### config.mk
export PLATFORM = sky130hd
export DESIGN_NAME = seg_count_sequencer
export DESIGN_NICKNAME = d
export VERILOG_FILES = /design/src/rtl/seg_pkg.sv /design/src/rtl/btn_debounce.sv /design/src/rtl/seg_count_sequencer.sv
export SDC_FILE = /design/constraint.sdc
export NUM_CORES = 1
export LEC_CHECK = 0
export CORE_MARGIN = 2
export CORE_UTILIZATION = 50
export DETAILED_ROUTE_END_ITERATION = 8
export PLACE_DENSITY_LB_ADDON = 0.05
export SYNTH_ARGS = -nofsm -noshare
export SYNTH_HDL_FRONTEND = slang
export SYNTH_SLANG_ARGS = --single-unit
### constraint.sdc
create_clock -name clk -period 1.7 [get_ports clk]
set_input_delay 0.17 -clock clk [delete_from_list [all_inputs] [get_ports clk]]
set_output_delay 0.17 -clock clk [all_outputs]
set_load 0.05 [all_outputs]
### src/rtl/seg_pkg.sv
// Shared definitions for the 7-segment count sequencer.
//   state_e    : sequencer mode (MANUAL stepping or AUTO stepping)
//   DIR_UP     : synchronised dir level that selects counting up
//   seg_code_t : 2-bit {A,B} code presented to the decoder
//   step_code  : modulo-4 advance of a code in the requested direction
package seg_pkg;

  typedef enum logic {
    ST_MANUAL = 1'b0,
    ST_AUTO   = 1'b1
  } state_e;

  localparam logic DIR_UP = 1'b1;

  typedef logic [1:0] seg_code_t;

  // The 2-bit result truncation provides the 3->0 and 0->3 wrap.
  function automatic seg_code_t step_code(input seg_code_t code, input logic dir);
    if (dir == DIR_UP) begin
      return seg_code_t'(code + 2'd1);
    end
    return seg_code_t'(code - 2'd1);
  endfunction

endpackage

### src/rtl/btn_debounce.sv
// Conditions one raw push-button: 2-FF synchroniser, stability counter and
// rising-edge detector.
//   clk     : system clock
//   rst     : synchronous active-high reset; clears level and any pending press
//   raw_i   : raw asynchronous, bouncing button (1 = pressed)
//   level_o : debounced level
//   press_o : registered one-cycle pulse on each 0->1 edge of the debounced level
module btn_debounce #(
  parameter int DB_CYCLES = 240_000
) (
  input  logic clk,
  input  logic rst,
  input  logic raw_i,
  output logic level_o,
  output logic press_o
);

  localparam int CW = $clog2(DB_CYCLES);
  localparam logic [CW-1:0] CNT_LAST = CW'(DB_CYCLES - 1);

  logic          sync1_q;
  logic          sync2_q;
  logic [CW-1:0] cnt_q;
  logic [CW-1:0] cnt_d;
  logic          level_q;
  logic          level_d;
  logic          prev_q;
  logic          press_q;

  // cnt_q holds how many consecutive samples have disagreed with level_q;
  // the DB_CYCLES-th disagreeing sample flips the level.
  always_comb begin
    cnt_d   = cnt_q;
    level_d = level_q;
    if (sync2_q == level_q) begin
      cnt_d = '0;
    end else if (cnt_q == CNT_LAST) begin
      level_d = sync2_q;
      cnt_d   = '0;
    end else begin
      cnt_d = cnt_q + CW'(1);
    end
  end

  always_ff @(posedge clk) begin
    if (rst) begin
      sync1_q <= 1'b0;
      sync2_q <= 1'b0;
      cnt_q   <= '0;
      level_q <= 1'b0;
      prev_q  <= 1'b0;
      press_q <= 1'b0;
    end else begin
      sync1_q <= raw_i;
      sync2_q <= sync1_q;
      cnt_q   <= cnt_d;
      level_q <= level_d;
      prev_q  <= level_q;
      press_q <= level_q & ~prev_q;
    end
  end

  assign level_o = level_q;
  assign press_o = press_q;

endmodule

### src/rtl/seg_count_sequencer.sv
// Sequences the 2-bit {A,B} code for the board's 7-segment decoder.
// MANUAL mode steps on each debounced btn_step press; AUTO mode steps every
// TICK_DIV cycles. btn_mode toggles the mode, dir selects up/down counting.
//   clk      : system clock
//   rst      : synchronous active-high reset
//   btn_step : raw step button (1 = pressed)
//   btn_mode : raw mode button (1 = pressed)
//   dir      : raw direction level (1 = up, 0 = down)
//   A, B     : registered count MSB / LSB
//   led      : registered mode indicator (1 = AUTO)
//   tick_o   : one-cycle pulse on each AUTO step, aligned with the code change
module seg_count_sequencer
  import seg_pkg::*;
#(
  parameter int TICK_DIV  = 12_000_000,
  parameter int DB_CYCLES = 240_000
) (
  input  logic clk,
  input  logic rst,
  input  logic btn_step,
  input  logic btn_mode,
  input  logic dir,
  output logic A,
  output logic B,
  output logic led,
  output logic tick_o
);

  localparam int PW = $clog2(TICK_DIV);
  localparam logic [PW-1:0] PRE_LAST = PW'(TICK_DIV - 1);

  logic step_press;
  logic mode_press;
  logic step_lvl;
  logic mode_lvl;
  logic unused_lvl;

  logic dir_s1_q;
  logic dir_s2_q;

  state_e        state_q;
  state_e        state_d;
  logic [PW-1:0] presc_q;
  logic [PW-1:0] presc_d;
  seg_code_t     code_q;
  seg_code_t     code_d;
  logic          tick_q;
  logic          tick_d;

  btn_debounce #(.DB_CYCLES(DB_CYCLES)) u_step_db (
    .clk     (clk),
    .rst     (rst),
    .raw_i   (btn_step),
    .level_o (step_lvl),
    .press_o (step_press)
  );

  btn_debounce #(.DB_CYCLES(DB_CYCLES)) u_mode_db (
    .clk     (clk),
    .rst     (rst),
    .raw_i   (btn_mode),
    .level_o (mode_lvl),
    .press_o (mode_press)
  );

  // Debounced levels are not needed here; only the press pulses drive the FSM.
  assign unused_lvl = step_lvl ^ mode_lvl;

  always_comb begin
    state_d = state_q;
    presc_d = presc_q;
    code_d  = code_q;
    tick_d  = 1'b0;
    case (state_q)
      ST_MANUAL: begin
        // Prescaler parked at 0 so AUTO always starts a full period.
        presc_d = '0;
        if (mode_press) begin
          state_d = ST_AUTO;
        end else if (step_press) begin
          code_d = step_code(code_q, dir_s2_q);
        end
      end
      ST_AUTO: begin
        // A mode press beats a coincident terminal count.
        if (mode_press) begin
          state_d = ST_MANUAL;
          presc_d = '0;
        end else if (presc_q == PRE_LAST) begin
          presc_d = '0;
          code_d  = step_code(code_q, dir_s2_q);
          tick_d  = 1'b1;
        end else begin
          presc_d = presc_q + PW'(1);
        end
      end
      default: begin
        state_d = ST_MANUAL;
        presc_d = '0;
      end
    endcase
  end

  always_ff @(posedge clk) begin
    if (rst) begin
      dir_s1_q <= 1'b0;
      dir_s2_q <= 1'b0;
      state_q  <= ST_MANUAL;
      presc_q  <= '0;
      code_q   <= '0;
      tick_q   <= 1'b0;
    end else begin
      dir_s1_q <= dir;
      dir_s2_q <= dir_s1_q;
      state_q  <= state_d;
      presc_q  <= presc_d;
      code_q   <= code_d;
      tick_q   <= tick_d;
    end
  end

  assign A      = code_q[1];
  assign B      = code_q[0];
  assign led    = (state_q == ST_AUTO);
  assign tick_o = tick_q;

endmodule

==> impl_table.tex <==
\begin{tabular}{lr}
\hline
Metric & Value \\
\hline
\multicolumn{2}{l}{\textbf{Run status}} \\
Run status & finished, violations left \\
Failing checks & setup timing \\
\multicolumn{2}{l}{\textbf{Route}} \\
Antenna-violating nets left & 0 \\
Initial DRC Count & 69 \\
DRC violation count after routing & 0 \\
Total routed wirelength & about 5900 um \\
Via/cell ratio & roughly 5 \\
Drt wl/cell & 12.0 um \\
Total via count in the routed design & approximately 2,500 \\
First-pass detailed-route iteration total & 4 \\
\multicolumn{2}{l}{\textbf{Placement}} \\
Placed standard-cell area & 3760 um\^{}2 \\
Port Buffer Count & 8 \\
GP Congestion & around 0.84 \\
Detailed Place HPWL & around 4100 um \\
\multicolumn{2}{l}{\textbf{GRT}} \\
Global Route met3 Usage & 0.0311 \\
Overall overflow remaining after global route & 0 \\
Largest net degree at the start of global routing & 19 \\
Number of global-route vias before repair & between 2,000 and 2,500 \\
Global-route wire length before repair & between 9000 and 10,000 um \\
Total routing resource utilization after global routing & 0.169 \\
Most Crowded Layer GR & met2 \\
Met1 GRT Util & 0.214 \\
Met2 Resource Use GR & 0.280 \\
Antenna violations before repair & 0 \\
\multicolumn{2}{l}{\textbf{Final layout}} \\
Final-stage net count & 416 \\
Fillers & around 550 \\
Multi-input combinational cell area & roughly 1800 um\^{}2 \\
Register cell area after layout & 1530 um\^{}2 \\
Layout cell share with drive strength beyond 1 & 0.236 \\
Post-route core utilization & 0.642 \\
Most used cells in the layout excluding fill and tap cells & 70 x sky130\_fd\_sc\_hd\_\_dfxtp\_1, 64 x sky130\_fd\_sc\_hd\_\_nor2\_1, 46 x sky130\_fd\_sc\_hd\_\_buf\_4, 33 x sky130\_fd\_sc\_hd\_\_xor2\_1 \\
Design Area, Final & $\sim$4100 um\^{}2 \\
Relative area change from synthesis to final layout & 24.2\% \\
Leading cell type in the layout, fill and taps excluded & sky130\_fd\_sc\_hd\_\_dfxtp\_1 \\
Antenna fix cells & 0 \\
\multicolumn{2}{l}{\textbf{Clocking}} \\
Root buffer cell & sky130\_fd\_sc\_hd\_\_clkbuf\_8 \\
Insertion delay to the later sink of the worst-skew pair & 0.34 ns \\
Total number of H-tree levels & 3 \\
Number of clock buffers inserted by TritonCTS & 9 \\
Number of hold buffers added after cts & 0 \\
Clock tree sinks & 76 \\
Buffer depth of the longest clock path & 2 \\
Clock transition at the registers of the reported paths & around 0.080 ns \\
CTS tree & built \\
\multicolumn{2}{l}{\textbf{Yosys}} \\
FF+latch count, synth & 76 \\
Synth Cell Area & 3280 um\^{}2 \\
Mapped Nets & between 300 and 400 \\
Number of warnings reported in the yosys synthesis log & 0 \\
Most common flop cell mapped by yosys & sky130\_fd\_sc\_hd\_\_dfxtp\_1 \\
Number of enable flip-flop cells after synthesis & 0 \\
Average cell area after synthesis & roughly 9.4 um\^{}2 \\
Gate count after technology mapping & 350 \\
Sequential element share of the synthesized area & 0.464 \\
Async SR Flop Fraction & 0 \\
Count of cell types in the netlist & 40 \\
\multicolumn{2}{l}{\textbf{STA}} \\
Setup Viol. Count Final & 1 \\
Worst setup margin & -0.0105 ns \\
Total Negative Setup Slacks & -0.0105 ns \\
Unrepaired setup endpoints after global routing & yes \\
Final Hold Vio Count & 0 \\
Max-slew violations & 0 \\
Slew at the pin closest to its max-slew limit & 0.497 ns \\
Worst clock skew & about 0.011 ns \\
Worst rel slew slack & 0.668 \\
Final clock period utilization by the worst path & 1.01 \\
Peak Freq & 585 MHz \\
Minimum clock period after layout & roughly 1.7 ns \\
\multicolumn{2}{l}{\textbf{Critical path}} \\
Critical-path maximum fanout & 3 \\
Endpoint required time on the critical path & 1.93 ns \\
Setup CP Type & flop to flop \\
Sort of element at the end of the critical path & flop \\
Arrival time of the worst setup path & 1.94 ns \\
Launching element type of the critical path & flop \\
\multicolumn{2}{l}{\textbf{Floorplanning}} \\
Height of the die & 85.0 um \\
Row Count & 29 \\
Die width & between 80 and 90 um \\
Die area & 7220 um\^{}2 \\
Initial Util & 0.516 \\
Area of the core & roughly 6300 um\^{}2 \\
I/O pin cnt & 9 \\
\multicolumn{2}{l}{\textbf{Min path}} \\
Worst min-delay path class & flop to flop \\
\multicolumn{2}{l}{\textbf{Power and ir drop}} \\
Leakage power total & $\sim$1.5 nW \\
Total power divided by cell area & between 700 and 800 nW/um\^{}2 \\
Maximum ir drop on the vdd rail & around 0.00045 V \\
\multicolumn{2}{l}{\textbf{Run}} \\
Max-cap check violation count & 0 \\
\hline
\end{tabular}
-- area by class of cell --
| type | instances | area share |
|---|---|---|
| multi-input cells | 258 | 0.435 |
| clock buffers | 12 | 0.0405 |
| clock inverters | 4 | 0.00553 |
| well taps | 77 | 0.0236 |
| flip-flops and latches | 76 | 0.375 |
| inverters | 6 | 0.00553 |
| repair buffers | 55 | 0.115 |
-- metrics by stage --
step	instances	power [mW]	worst slack, ns	hold WS [ns]
floorplan	350	1.86	0.00830	0.249
CTS	487	3.15	-0.0401	0.369
global route	488	3.24	-0.0933	0.390
finish	488	3.13	-0.0105	0.381
global placement	471	1.88	-0.0681	0.370
detailed placement	471	1.88	-0.0833	0.373
-- kinds of logic (layout without fill, tap and decap cells) --
logic type               after synthesis  in the layout  share of synthesized area
adder cells (fa/ha/maj)                5              5                     0.0191
buffers and inverters                 16             77                     0.0305
XOR/XNOR                              55             55                      0.147
flip-flops                            76             76                      0.464
AND/OR/NAND/NOR                      188            188                      0.314
AO/OA/AOI/OAI                          6              6                     0.0122
multiplexers                           4              4                     0.0130
-- state kept, by name, indices dropped and copies added, names as in the netlist, 2 cells and up --
register	flops
u_mode_db.cnt_q	18
presc_q	24
code_q	2
u_step_db.cnt_q	18
-- critical path, cell delays in order (launching register included) --
cell and delay (ns):
sky130_fd_sc_hd__dfxtp_1 0.37, sky130_fd_sc_hd__nor4bb_4 0.29, sky130_fd_sc_hd__nand4_1 0.19, sky130_fd_sc_hd__a2bb2oi_2 0.19, sky130_fd_sc_hd__nor4_2 0.22, sky130_fd_sc_hd__mux2_1 0.34
-- routing by layer --
layer | routed length (um) | part of all wire | vias to the layer above
met1 | 2830 | 0.48 | 1132
li1 | - | - | 1294
met4 | 113 | 0.019 | 0
met5 | 0 | 0 | -
met3 | 125 | 0.021 | 10
met2 | 2790 | 0.48 | 24
-- Yosys cell counts, drive strengths merged (5+ instances only) --
cell	number	area (um^2)
buf	8	70.1
nor4	10	75.1
xnor2	21	184
nor2	74	343
and4	6	52.6
nand4	11	75.1
inv	6	22.5
nand2	24	90.1
xor2	34	298
ha	5	62.6
nand3	24	120
and3	14	87.6
dfxtp	76	1520
nor2b	12	75.1
-- repair_timing --
action | CTS | global route
pin swaps | 1 | 5
buffers inserted | 0 | 1
gates resized for setup | 3 | 20
gates cloned | 0 | 0
endpoints found under the setup margin | 8 | 44
-- worst paths after layout --
check / slack (ns) / cells past startpoint / start / to
worst min-delay path: 0.38 / 1 / u_step_db.prev_q$_SDFF_PP0_ / u_step_db.press_o$_SDFF_PP0_
worst max-delay path: -0.01 / 5 / presc_q[22]$_SDFF_PP0_ / code_q[1]$_SDFFE_PP0P_
worst min register to register: 0.38 / 1 / u_step_db.prev_q$_SDFF_PP0_ / u_step_db.press_o$_SDFF_PP0_
worst max register to register: -0.01 / 5 / presc_q[22]$_SDFF_PP0_ / code_q[1]$_SDFFE_PP0P_
-- where the power goes --
part,switching [mW],internal (mW)
clock network,0.648,0.643
registers,0.00313,1.79
logic,0.0222,0.0255
total,0.673,2.45
Note: power is estimated with default switching activity, not from simulation.
